[src/rtl/radix_2_ntt_ctrl.sv]
// Radix-2 NTT address/sequencing controller: per stage it issues L/2 butterfly reads, drains PE_LAT cycles,
// and mirrors reads as writes PE_LAT cycles later. Optional cycle counter under RADIX_2_NTT_CTRL_PERF_CNT_EN.
module radix_2_ntt_ctrl #(
  parameter int LOGL   = 4,
  parameter int PE_LAT = 2
) (
  input  logic                                     clk,
  input  logic                                     rst,
  input  logic                                     start,
  output logic                                     rd_en,
  output logic [LOGL-1:0]                          rd_addr_a,
  output logic [LOGL-1:0]                          rd_addr_b,
  output logic [LOGL-2:0]                          tf_addr,
  output logic                                     wr_en,
  output logic [LOGL-1:0]                          wr_addr_a,
  output logic [LOGL-1:0]                          wr_addr_b,
  output logic [(($clog2(LOGL) < 1) ? 1 : $clog2(LOGL))-1:0] stage,
  output logic                                     busy,
  output logic                                     done
`ifdef RADIX_2_NTT_CTRL_PERF_CNT_EN
  ,
  output logic [15:0]                              cyc_cnt
`endif
);

  localparam int KW = LOGL - 1;
  localparam int SW = ($clog2(LOGL) < 1) ? 1 : $clog2(LOGL);
  localparam int DW = (PE_LAT > 1) ? $clog2(PE_LAT) : 1;
  localparam logic [KW-1:0] KMAX = {KW{1'b1}};
  localparam logic [SW-1:0] SMAX = SW'(LOGL - 1);
  localparam logic [DW-1:0] DMAX = DW'(PE_LAT - 1);

  typedef enum logic [1:0] {IDLE, RUN, DRAIN, DONE} state_t;

  state_t          state_q;
  logic [KW-1:0]   k_q;
  logic [SW-1:0]   stage_q;
  logic [DW-1:0]   drn_q;
  logic            rd_en_q;
  logic [LOGL-1:0] rda_q;
  logic [LOGL-1:0] rdb_q;
  logic [KW-1:0]   tf_q;
  logic            busy_q;
  logic            done_q;

  logic            wen_q [PE_LAT];
  logic [LOGL-1:0] wa_q  [PE_LAT];
  logic [LOGL-1:0] wb_q  [PE_LAT];

  // a = g*2h + j with g = k>>s, j = k & (h-1)
  function automatic logic [LOGL-1:0] addr_a_f(input logic [SW-1:0] s, input logic [KW-1:0] k);
    logic [LOGL-1:0] kx;
    logic [LOGL-1:0] mask;
    kx   = LOGL'(k);
    mask = (LOGL'(1) << s) - LOGL'(1);
    return ((kx >> s) << (int'(s) + 1)) | (kx & mask);
  endfunction

  function automatic logic [LOGL-1:0] addr_b_f(input logic [SW-1:0] s, input logic [KW-1:0] k);
    return addr_a_f(s, k) + (LOGL'(1) << s);
  endfunction

  function automatic logic [KW-1:0] tf_f(input logic [SW-1:0] s, input logic [KW-1:0] k);
    logic [LOGL-1:0] j;
    logic [LOGL-1:0] sh;
    j  = LOGL'(k) & ((LOGL'(1) << s) - LOGL'(1));
    sh = j << (LOGL - 1 - int'(s));
    return sh[KW-1:0];
  endfunction

  always_ff @(posedge clk or posedge rst) begin
    if (rst) begin
      state_q <= IDLE;
      k_q     <= '0;
      stage_q <= '0;
      drn_q   <= '0;
      rd_en_q <= 1'b0;
      rda_q   <= '0;
      rdb_q   <= '0;
      tf_q    <= '0;
      busy_q  <= 1'b0;
      done_q  <= 1'b0;
    end else begin
      done_q <= 1'b0;
      case (state_q)
        IDLE: begin
          rd_en_q <= 1'b0;
          rda_q   <= '0;
          rdb_q   <= '0;
          tf_q    <= '0;
          if (start) begin
            state_q <= RUN;
            k_q     <= '0;
            stage_q <= '0;
            busy_q  <= 1'b1;
            rd_en_q <= 1'b1;
            rda_q   <= addr_a_f('0, '0);
            rdb_q   <= addr_b_f('0, '0);
            tf_q    <= tf_f('0, '0);
          end
        end
        RUN: begin
          if (k_q == KMAX) begin
            state_q <= DRAIN;
            drn_q   <= '0;
            rd_en_q <= 1'b0;
            rda_q   <= '0;
            rdb_q   <= '0;
            tf_q    <= '0;
          end else begin
            k_q     <= k_q + KW'(1);
            rd_en_q <= 1'b1;
            rda_q   <= addr_a_f(stage_q, k_q + KW'(1));
            rdb_q   <= addr_b_f(stage_q, k_q + KW'(1));
            tf_q    <= tf_f(stage_q, k_q + KW'(1));
          end
        end
        DRAIN: begin
          // Next stage reads start only after the last write of this stage has landed
          if (drn_q == DMAX) begin
            if (stage_q == SMAX) begin
              state_q <= DONE;
              busy_q  <= 1'b0;
              done_q  <= 1'b1;
            end else begin
              state_q <= RUN;
              stage_q <= stage_q + SW'(1);
              k_q     <= '0;
              rd_en_q <= 1'b1;
              rda_q   <= addr_a_f(stage_q + SW'(1), '0);
              rdb_q   <= addr_b_f(stage_q + SW'(1), '0);
              tf_q    <= tf_f(stage_q + SW'(1), '0);
            end
          end else begin
            drn_q <= drn_q + DW'(1);
          end
        end
        DONE: begin
          state_q <= IDLE;
        end
        default: begin
          state_q <= IDLE;
        end
      endcase
    end
  end

  always_ff @(posedge clk or posedge rst) begin
    if (rst) begin
      for (int i = 0; i < PE_LAT; i++) begin
        wen_q[i] <= 1'b0;
        wa_q[i]  <= '0;
        wb_q[i]  <= '0;
      end
    end else begin
      wen_q[0] <= rd_en_q;
      wa_q[0]  <= rda_q;
      wb_q[0]  <= rdb_q;
      for (int i = 1; i < PE_LAT; i++) begin
        wen_q[i] <= wen_q[i-1];
        wa_q[i]  <= wa_q[i-1];
        wb_q[i]  <= wb_q[i-1];
      end
    end
  end

`ifdef RADIX_2_NTT_CTRL_PERF_CNT_EN
  logic [15:0] cyc_q;

  always_ff @(posedge clk or posedge rst) begin
    if (rst) begin
      cyc_q <= '0;
    end else if (state_q == IDLE && start) begin
      cyc_q <= '0;
    end else if (busy_q && cyc_q != 16'hFFFF) begin
      cyc_q <= cyc_q + 16'd1;
    end
  end

  assign cyc_cnt = cyc_q;
`endif

  assign rd_en     = rd_en_q;
  assign rd_addr_a = rda_q;
  assign rd_addr_b = rdb_q;
  assign tf_addr   = tf_q;
  assign wr_en     = wen_q[PE_LAT-1];
  assign wr_addr_a = wa_q[PE_LAT-1];
  assign wr_addr_b = wb_q[PE_LAT-1];
  assign stage     = stage_q;
  assign busy      = busy_q;
  assign done      = done_q;

endmodule

[config.mk]
export PLATFORM = sky130hd
export DESIGN_NAME = radix_2_ntt_ctrl
export DESIGN_NICKNAME = d
export VERILOG_FILES = /design/src/rtl/radix_2_ntt_ctrl.sv
export SDC_FILE = /design/constraint.sdc
export NUM_CORES = 1
export LEC_CHECK = 0
export CORE_MARGIN = 1.5
export CORE_UTILIZATION = 32
export CTS_BUF_LIST = sky130_fd_sc_hd__clkbuf_4
export DETAILED_ROUTE_END_ITERATION = 8
export GPL_TIMING_DRIVEN = 0
export HOLD_SLACK_MARGIN = 0.08
export PLACE_DENSITY = 0.54
export RECOVER_POWER = 25
export SLEW_MARGIN = 20
export SYNTH_ARGS = -nofsm -noshare
export SYNTH_HDL_FRONTEND = slang
export SYNTH_SLANG_ARGS = --single-unit
[constraint.sdc]
create_clock -name clk -period 7.2 [get_ports clk]
set_clock_uncertainty 0.2 [all_clocks]
set_input_delay 1.8 -clock clk [delete_from_list [all_inputs] [get_ports clk]]
set_output_delay 1.8 -clock clk [all_outputs]
set_load 0.02 [all_outputs]
; Yosys cells after proc, flatten, opt, wreduce, memory -nomap -nowiden
; Index checks and enable logic that the tools add are counted.
; W data, S select, Z words.
[totals]
ff_bits = 40
output_inout_bits = 25
elab_cells = 101
[op_classes]
n_addsub = 11
n_eq_ne = 11
shifts = 8
n_mux = 42
bitwise = 3
n_reduce_logical = 10
[ops]
columns = op, count
row1 = $shl A1 B32 Y3 const A, 1
row2 = $shl A4 B32 Y3, 1
row3 = $mux W4, 6
row4 = $pmux W4 S3, 2
row5 = $mux W3, 7
row6 = $pmux W3 S3, 2
row7 = $mux W2, 7
row8 = $mux W1, 13
row9 = $ne A2 B2 Y1 const B, 6
row10 = $add A4 B4 Y4, 2
row11 = $and A3 B4 Y4, 2
row12 = $pmux W2 S4, 1
row13 = $reduce_and A4 Y1, 2
row14 = $shl A1 B2 Y4 const A, 2
row15 = $shl A4 B3 Y4, 2
row16 = $add A2 B1 Y3 const B, 2
row17 = $eq A2 B2 Y1 const B, 3
row18 = $reduce_and A3 Y1, 2
row19 = $sub A2 B2 Y3 const A, 2
row20 = $reduce_and A5 Y1, 1
row21 = $or A4 B4 Y4, 1
row22 = $pmux W1 S2, 2
row23 = $pmux W2 S2, 1
row24 = $reduce_bool A2 Y1, 2
row25 = 13 further kinds, 13

; Logic depth before layout (Yosys ltp)
; Gate-level depths: netlist of run 1.
[logic_depth]
depth_word = 7
depth_mapped = 13
ltp_nobuf = 12

; Worst setup path before layout of run 1
; Ideal clock, no wire load.
[synth_timing]
path_kind = reg-to-reg
from = reg stage_q[0] (netlist: stage[0])
to = reg rdb_q[2] (netlist: rd_addr_b[2])
setup_ps = 126
t_arrival_ps = 2553
required_ps = 6874
setup_slack_ps = 4321
stages_incl_launch_ff = 13
period_less_slack_ps = 2879
cell_sequence = dfrtp_1 > buf_4 > buf_6 > inv_1 > ha_1 > buf_4 > o32ai_2 > ha_1 > inv_1 > fa_1 > xnor2_1 > a32oi_1 > o21ai_0
[synth_via]
elab_chain_cells = 7
elab_cells_between_ends = 21
[synth_rtl]
columns = item, line_no
row1 = "start, declared", 37  ; logic [SW-1:0] stage_q;
row2 = "start signal, assigned", 127  ; stage_q <= stage_q + SW'(1);
row3 = $add A2 B1 Y2 / $shl A1 B2 Y4 (equally long branches), "131, 55, 60"
row4 = "$add A2 B1 Y3, or another cell as far along", 56  ; return ((kx >> s) << (int'(s) + 1)) | (kx & mask);
row5 = $shl A4 B3 Y4 / $and A3 B4 Y4 (equally long branches), 56
row6 = $add A4 B4 Y4 / $or A4 B4 Y4 (equally long branches), "60, 56"
row7 = $mux W4 / $add A4 B4 Y4 (equally long branches), "121, 60"
row8 = $mux W4 (on tied branches), "120, 103"
row9 = $pmux W4 S3, 85  ; case (state_q)
row10 = "end signal, assigned", 98  ; rdb_q <= addr_b_f('0, '0);
row11 = "end signal, assigned", 114  ; rdb_q <= addr_b_f(stage_q, k_q + KW'(1));
row12 = "end signal, assigned", 131  ; rdb_q <= addr_b_f(stage_q + SW'(1), '0);
row13 = "end, declared", 41  ; logic [LOGL-1:0] rdb_q;
; Several ways; a longest one is shown, not always the timed one. The select of a mux whose other input is x is not followed.
; A chain may end at the register's enable or synchronous reset.

; Final worst setup path of run 1
[layout_timing]
from = reg stage_q[0] (netlist: stage[0])
to = out stage[0] (netlist bit)
[layout_lines]
columns = item, line_no
row1 = "end, declared", 17  ; output logic [(($clog2(LOGL) < 1) ? 1 : $clog2(LOGL))-1:0] stage,
; No word-level cell between the ends.

==> results.json, run 1 <==
{
  "yosys_warnings": 0,
  "post-place-ws_ns": 3.80,
  "worstPathBufferInverterCount": 1,
  "ir_drop_uv": 161,
  "crit_chain": "clkdlybuf4s50_1",
  "clk_latency_ns": 0.34,
  "netSwitchingFraction": 0.438,
  "cts_resized": 0,
  "report.final.hold_viol_count": 0,
  "p_int_mw": 0.585,
  "fin_crit_sh": 0.483,
  "fmax_ghz": 0.288,
  "switchingPower_mw": 0.455,
  "h-tree-depth": 2,
  "p_comb_frac": 0.578,
  "die-area_mm2": 0.00696,
  "cts_sinks": 40,
  "avgSynthCellArea_um2": 10.6,
  "cts_setup_buffers": 0,
  "ant_nets": 0,
  "ys_seq_elements": 40,
  "cp_max_fo": 5,
  "synth_seq_area_share": 0.484,
  "crit_slowest_cell": "clkdlybuf4s50_1",
  "synthTopCellsByArea": "dfrtp_1 (48%), ha_1 (9.1%), nand2_1 (4.7%)",
  "viasPerCell": 4.94,
  "pwr-share-seq": 0.315,
  "routed-via-count": 1528,
  "drive_above_1_share": 0.155,
  "cp.required_ns": 5.20,
  "slew_violations": 0,
  "dp.cells": 301,
  "outcome": "finished clean",
  "drt_pass1_iterations": 4,
  "dieWidth_um": 83.4,
  "placementRows": 29,
  "fin_crit_ns": 3.47,
  "grt_max_degree": 32,
  "clkTransAtPathRegs_ns": 0.12,
  "clockBufferDepth": 2,
  "synth_area_leader_cell": "dfrtp_1",
  "p_total_mw": 1.04,
  "groute.usage.overall": 0.129,
  "setup_ws_ns": 3.73,
  "start_util": 0.328,
  "hp-class": "flop to flop",
  "areaGrowthSynthToFinish_pct": 20.6,
  "drv_cap": 0,
  "core_area_mm2": 0.00631,
  "pwr_density_cell_mw_per_mm2": 417,
  "grt.overflow.total": 0,
  "root_buffer": "clkbuf_4",
  "worst-setup-path-type": "flop to primary output",
  "finalSetupViolations": 0,
  "portBuffers": 27,
  "grt_pass1_wl_mm": 7.12,
  "stdcell_count": 309,
  "fp.dieH_um": 83.4,
  "syn-cell-area_mm2": 0.00207,
  "synth_cell_types": 46,
  "synth_nets": 215,
  "wire_per_inst_um": 13.6,
  "cts_tree": "done",
  "cts_buffers": 5,
  "grt_pass1_vias": 1423,
  "setup_tns_ns": 0,
  "io_pins": 28,
  "rsz0062_at_grt": "false",
  "synth_top_area_frac": 0.484,
  "antenna_found_initial": 0,
  "drc": 0,
  "synth_edf_count": 0,
  "slew_headroom": 0.661,
  "synth_cells": 196,
  "nets": 250,
  "hold_buffers": 0,
  "synthFlopType": "dfrtp_1",
  "p_clk_frac": 0.107,
  "dp_hpwl_mm": 3.15,
  "startpoint_type": "flop",
  "cpPeakStageDelay_ns": 0.65,
  "cp.arrival_ns": 1.47,
  "endpoint_kind": "primary output",
  "n_antenna_cell": 0,
  "leakagePower_nw": 1.15,
  "dr.first_iter.drc_count": 87,
  "async_reset_ff_frac": 1.00,
  "cp_top_family": "buffers and inverters",
  "wirelength_mm": 4.19,
  "placed_area_mm2": 0.00246,
  "final_area_mm2": 0.00250,
  "place_congestion": 0.798,
  "tightest_slew_ns": 0.504
}
## per-layer routing
metal  track usage  up-vias  wire length, µm
met5             0        -                0
met4        0.0447        0               52
met3        0.0348        4              126
met2         0.201       25             1950
met1         0.175      755             2060
li1              -      744                -
## synth_stat cells, types with 2 or more instances
library cell,count
dfrtp_1,40
nand2_1,26
ha_1,15
o21ai_0,13
buf_4,11
inv_1,11
nor2_1,11
a21oi_1,10
buf_2,4
nand3_1,4
a211oi_1,3
a21o_1,3
a31oi_1,3
buf_6,3
o2bb2ai_1,3
nor3_1,2
o21ai_1,2
o31ai_2,2
o32ai_2,2
xnor2_1,2
## final cells by class
class,instances,area [µm²]
inverters,12,45.0
multi-input cells,125,875
well taps,77,96.3
plain buffers,19,133
clock buffers,5,37.5
fillers,663,3820
repair buffers,28,290
clock inverters,3,18.8
flip-flops and latches,40,1000
## worst paths after layout
kind | start | endpoint | slack (ns) | depth (start not counted)
setup / recovery | stage[0] | stage[0] | 3.73 | 1
min in group asynchronous | rst | state_q[0] | 1.68 | 2
hold / removal | wa_q[6] | wr_addr_a[2] | 0.16 | 0
setup reg to reg | stage[0] | rd_addr_b[3] | 4.08 | 13
max in group asynchronous | rst | wa_q[7] | 4.61 | 3
hold reg to reg | wa_q[6] | wr_addr_a[2] | 0.16 | 0
## cells in the final DEF (no fill, tap or decap), drive strengths merged, types with 2 or more instances in the layout
cell | Yosys | final
nand2 | 26 | 26
nor2 | 11 | 11
dfrtp | 40 | 40
clkdlybuf4s50 | 0 | 26
a21oi | 11 | 11
clkbuf | 1 | 8
o2bb2ai | 3 | 3
xnor2 | 2 | 2
nand3 | 4 | 4
nand2b | 2 | 2
clkinv | 0 | 3
a211oi | 4 | 4
a21o | 3 | 3
o21ai | 15 | 15
a31oi | 3 | 3
nor2b | 2 | 2
o41ai | 2 | 2
nor3 | 2 | 2
nor4 | 2 | 2
ha | 15 | 15
buf | 18 | 17
o31ai | 2 | 2
inv | 12 | 12
o32ai | 2 | 2
## flip-flops by register name, indices dropped and copies added (netlist names)
name,cells
done,1
tf_addr,3
state_q,2
wr_addr_b,4
drn_q,1
wr_en,1
rd_addr_b,4
wr_addr_a,4
wen_q,1
stage,2
k_q,3
wa_q,4
rd_addr_a,4
rd_en,1
wb_q,4
busy,1
## power by group through the flow
stage	combinational, mW	clock [mW]	sequential (mW)
6_report	0.602	0.111	0.328
5_1_grt	0.667	0.129	0.338
4_1_cts	0.614	0.117	0.329
3_5_place_dp	0.611	0	0.335
3_3_place_gp	0.601	0	0.332
2_1_floorplan	0.408	0	0.355
## metrics by stage
step	hold WS [ns]	util
3_3_place_gp	0.132	0.386
5_1_grt	0.169	0.395
4_1_cts	0.164	0.398
2_1_floorplan	0.131	-
6_report	0.160	0.395
3_5_place_dp	0.135	0.389
## kinds of logic (layout without fill, tap and decap cells)
kind of cell,count (synthesis),count (layout),share of synthesized area
AND/OR/NAND/NOR,52,52,0.121
adder cells (fa/ha/maj),16,16,0.100
buffers and inverters,31,67,0.0901
flip-flops,40,40,0.484
multiplexers,1,1,0.00484
XOR/XNOR,3,3,0.0127
AO/OA/AOI/OAI,53,53,0.187
Note: power is estimated with default switching activity, not from simulation.
==> run 2, diff against run 1 <==
==> constraint.sdc (replaced) <==
create_clock -name clk -period 3.6 [get_ports clk]
set_clock_uncertainty 0.2 [all_clocks]
set_input_delay 0.9 -clock clk [delete_from_list [all_inputs] [get_ports clk]]
set_output_delay 0.9 -clock clk [all_outputs]
set_load 0.02 [all_outputs]
==> results.json, run 2 (synthesized netlist as in run 1, its figures left out) <==
{
  "finalSetupViolations": 0,
  "hp-class": "flop to flop",
  "cts_buffers": 5,
  "fp.dieH_um": 83.4,
  "drt_pass1_iterations": 4,
  "viasPerCell": 4.95,
  "grt.overflow.total": 0,
  "h-tree-depth": 2,
  "layout_commonest_cell": "dfrtp_1",
  "drc": 0,
  "fin_crit_ns": 3.12,
  "clk_latency_ns": 0.34,
  "cp.arrival_ns": 3.14,
  "cts_tree": "done",
  "drive_above_1_share": 0.168,
  "placed_area_mm2": 0.00246,
  "crit_start": "stage[0]",
  "outcome": "finished clean",
  "top_usage_layer": "met2",
  "clockBufferDepth": 2,
  "grt_pass1_wl_mm": 7.12,
  "io_pins": 28,
  "final_util": 0.398,
  "mostFrequentLayoutCells": "dfrtp_1 (40), nand2_1 (26), clkdlybuf4s50_1 (26)",
  "nets": 250,
  "antenna_found_initial": 0,
  "report.final.hold_viol_count": 0,
  "p_total_mw": 2.10,
  "routed-via-count": 1529,
  "post-place-ws_ns": 0.496,
  "clkTransAtPathRegs_ns": 0.12,
  "cts_resized": 0,
  "pwr_density_cell_mw_per_mm2": 836,
  "place_congestion": 0.798,
  "final_area_mm2": 0.00251,
  "tightest_slew_ns": 0.506,
  "use_met3": 0.0348,
  "fin_crit_sh": 0.867,
  "ant_nets": 0,
  "ir_drop_uv": 324,
  "groute.usage.overall": 0.129,
  "drv_cap": 0,
  "cp_max_fo": 10,
  "leakagePower_nw": 1.16,
  "dp_hpwl_mm": 3.15,
  "nFillCells": 661,
  "worst-setup-path-type": "flop to flop",
  "fmax_ghz": 0.320,
  "cts_setup_buffers": 0,
  "fin_worst_hold_slack_ns": 0.160,
  "dp.cells": 301,
  "setup_ws_ns": 0.478,
  "slew_violations": 0,
  "dieWidth_um": 83.4,
  "rsz0062_at_grt": "false",
  "n_antenna_cell": 0,
  "endpoint_kind": "flop",
  "cp.required_ns": 3.62,
  "hold_buffers": 0,
  "wire_per_inst_um": 13.6,
  "startpoint_type": "flop",
  "wirelength_mm": 4.20,
  "core_area_mm2": 0.00631,
  "timing.rr.start": "stage[0]",
  "grt_pass1_vias": 1423,
  "dr.first_iter.drc_count": 83,
  "grt_use_met1": 0.175,
  "portBuffers": 27,
  "die-area_mm2": 0.00696,
  "slew_headroom": 0.659,
  "start_util": 0.328,
  "setup_tns_ns": 0,
  "seq_area_mm2": 0.00100,
  "root_buffer": "clkbuf_4",
  "grt_use_met2": 0.201,
  "stdcell_count": 309,
  "grt_max_degree": 32,
  "hold_path.startpoint": "wa_q[6]",
  "multi_input_area_um2": 882,
  "areaGrowthSynthToFinish_pct": 21.4,
  "placementRows": 29,
  "cts_sinks": 40
}
## run 2: where the power goes
| part | switching [mW] | total, mW | leakage (nW) | internal [mW] |
|---|---|---|---|---|
| clock | 0.149 | 0.224 | 0.0349 | 0.0751 |
| sequential | 0.0782 | 0.656 | 0.525 | 0.578 |
| combinational | 0.687 | 1.22 | 0.599 | 0.533 |
## run 2: final cells by class
cell class              instances  share of cell area
plain buffers                  19              0.0563
clock buffers                   5              0.0149
clock inverters                 3             0.00747
inverters                      12              0.0179
multi-input cells             125               0.351
flip-flops and latches         40               0.398
well taps                      77              0.0383
repair buffers                 28               0.116
## run 2: path summary, 6_finish.rpt
path | slack (ns) | end | depth (start not counted)
setup / recovery | 0.48 | rd_addr_b[3] | 13
hold / removal | 0.16 | wr_addr_a[2] | 0
setup reg to reg | 0.48 | rd_addr_b[3] | 13
hold reg to reg | 0.16 | wr_addr_a[2] | 0
max in group asynchronous | 1.91 | wa_q[7] | 3
min in group asynchronous | 0.78 | state_q[0] | 2
## run 2: layer usage
| layer | vias to the layer above | part of all wire |
|---|---|---|
| met4 | 0 | 0.012 |
| li1 | 742 | - |
| met3 | 4 | 0.032 |
| met2 | 29 | 0.46 |
| met5 | - | 0 |
| met1 | 754 | 0.49 |
## run 2: worst max-delay path, cell delays in order (launching register included)
cell and delay (ns):
dfrtp_1 0.48, buf_4 0.21, buf_6 0.14, inv_1 0.09, ha_1 0.31, xnor2_1 0.18, nand2_1 0.10, o31a_1 0.26
inv_1 0.07, ha_1 0.27, a21o_1 0.17, a21oi_1 0.21, nor3b_1 0.20, a211oi_1 0.10
==> run 3, diff against run 2 <==
==> constraint.sdc (replaced) <==
create_clock -name clk -period 3.6 [get_ports clk]
set_clock_uncertainty 0.2 [all_clocks]
set_input_delay 0.36 -clock clk [delete_from_list [all_inputs] [get_ports clk]]
set_output_delay 0.36 -clock clk [all_outputs]
set_load 0.02 [all_outputs]
==> results.json, run 3 (synthesized netlist as in run 1, its figures left out) <==
{
  "outcome": "finished clean",
  "cts_buffers": 5,
  "crit_chain": "buf_4 -> buf_6 -> inv_1 -> ha_1 -> xnor2_1 -> nand2_1 -> o31a_1 -> inv_1 -> ha_1 -> a21o_1 -> a21oi_1 -> nor3b_1 -> a211oi_1",
  "slew_headroom": 0.661,
  "seq_area_mm2": 0.00100,
  "cp.arrival_ns": 3.14,
  "antenna_found_initial": 0,
  "place_congestion": 0.798,
  "root_buffer": "clkbuf_4",
  "grt_pass1_vias": 1426,
  "fin_worst_hold_slack_ns": 0.160,
  "switchingPower_mw": 0.914,
  "worstPathBufferInverterCount": 4,
  "fmax_ghz": 0.320,
  "start_util": 0.328,
  "setup_tns_ns": 0,
  "portBuffers": 27,
  "grt_max_degree": 32,
  "crit_cells": 13,
  "hold_path.startpoint": "wa_q[6]",
  "report.final.hold_viol_count": 0,
  "crit_start": "stage[0]",
  "drv_cap": 0,
  "fp.dieH_um": 83.4,
  "pwr_density_cell_mw_per_mm2": 833,
  "io_pins": 28,
  "cts_setup_buffers": 0,
  "r2r_cells": 13,
  "ir_drop_uv": 322,
  "timing.rr.start": "stage[0]",
  "cpPeakStageDelay_ns": 0.48,
  "setup_ws_ns": 0.478,
  "placed_area_mm2": 0.00246,
  "mostFrequentLayoutCells": "dfrtp_1 (40), nand2_1 (26), clkdlybuf4s50_1 (26)",
  "drt_pass1_iterations": 4,
  "ant_nets": 0,
  "n_antenna_cell": 0,
  "hold_depth": 0,
  "cp_top_family": "compound AO/OA/AOI/OAI gates",
  "tightest_slew_ns": 0.503,
  "worst-setup-path-type": "flop to flop",
  "pwr-share-seq": 0.312,
  "p_int_mw": 1.19,
  "core_area_mm2": 0.00631,
  "nFillCells": 660,
  "finalSetupViolations": 0,
  "die-area_mm2": 0.00696,
  "cts_sinks": 40,
  "slew_violations": 0,
  "cts_resized": 0,
  "cp.required_ns": 3.62,
  "groute.usage.overall": 0.130,
  "reg2reg_slack_ns": 0.48,
  "areaGrowthSynthToFinish_pct": 21.9,
  "dr.first_iter.drc_count": 96,
  "layout_commonest_cell": "dfrtp_1",
  "viasPerCell": 4.94,
  "wirelength_mm": 4.21,
  "wire_per_inst_um": 13.6,
  "drive_above_1_share": 0.167,
  "rsz0062_at_grt": "false",
  "routed-via-count": 1531,
  "multi_input_area_um2": 882,
  "p_comb_frac": 0.581,
  "post-place-ws_ns": 0.496,
  "clockBufferDepth": 2,
  "endpoint_kind": "flop",
  "final_area_mm2": 0.00252,
  "leakagePower_nw": 1.16,
  "clkTransAtPathRegs_ns": 0.12,
  "grt_pass1_wl_mm": 7.13,
  "h-tree-depth": 2,
  "cts_tree": "done",
  "cp_max_fo": 10,
  "crit_slowest_cell": "dfrtp_1",
  "dp_hpwl_mm": 3.15,
  "fin_crit_ns": 3.12,
  "netSwitchingFraction": 0.435,
  "grt.overflow.total": 0,
  "fin_crit_sh": 0.867,
  "hp-class": "flop to flop",
  "placementRows": 29,
  "clk_latency_ns": 0.34,
  "drc": 0,
  "nets": 251,
  "p_clk_frac": 0.106,
  "dieWidth_um": 83.4,
  "startpoint_type": "flop"
}
==> run 3: final timing paths <==
kind	end
setup / recovery	rd_addr_b[3]
hold / removal	wr_addr_a[2]
setup reg to reg	rd_addr_b[3]
hold reg to reg	wr_addr_a[2]
max in group asynchronous	wa_q[7]
min in group asynchronous	state_q[0]
==> run 3: cell type report <==
| class | count | area share |
|---|---|---|
| inverter | 12 | 0.0179 |
| timing repair buffer | 29 | 0.119 |
| multi-input combinational | 125 | 0.350 |
| sequential | 40 | 0.397 |
| tap | 77 | 0.0382 |
| buffer | 19 | 0.0561 |
| clock inverter | 3 | 0.00744 |
| clock buffer | 5 | 0.0149 |
==> run 3: power groups by stage <==
stage / logic (mW) / registers (mW) / clock network (mW)
floorplan: 0.816 / 0.710 / 0
global placement: 1.20 / 0.664 / 0
detailed placement: 1.22 / 0.669 / 0
CTS: 1.23 / 0.659 / 0.234
global route: 1.35 / 0.675 / 0.257
finish: 1.22 / 0.656 / 0.223
==> run 3: worst register-to-register path: cells and delay by family (launching register included) <==
family,cells,cell delay [ns]
buffers and inverters,4,0.51
AND/OR/NAND/NOR,2,0.30
AO/OA/AOI/OAI,4,0.74
XOR/XNOR,1,0.18
adder cells (fa/ha/maj),2,0.58
flip-flops,1,0.48
==> run 3: metal layers <==
| layer | track usage | share of wire |
|---|---|---|
| met5 | 0 | 0 |
| met4 | 0.0447 | 0.012 |
| met3 | 0.0348 | 0.036 |
| met2 | 0.201 | 0.46 |
| met1 | 0.175 | 0.49 |
==> run 3: through the flow <==
stage	utilization	instances	power [mW]
CTS	0.400	310	2.12
global route	0.400	310	2.28
floorplan	-	196	1.53
detailed placement	0.389	301	1.89
finish	0.400	310	2.10
global placement	0.386	300	1.87
==> run 3: what timing repair did <==
action / in CTS / in global routing
hold endpoints to repair: 9 / 0
endpoints found under the setup margin: 0 / 0
hold buffers: 1 / 0
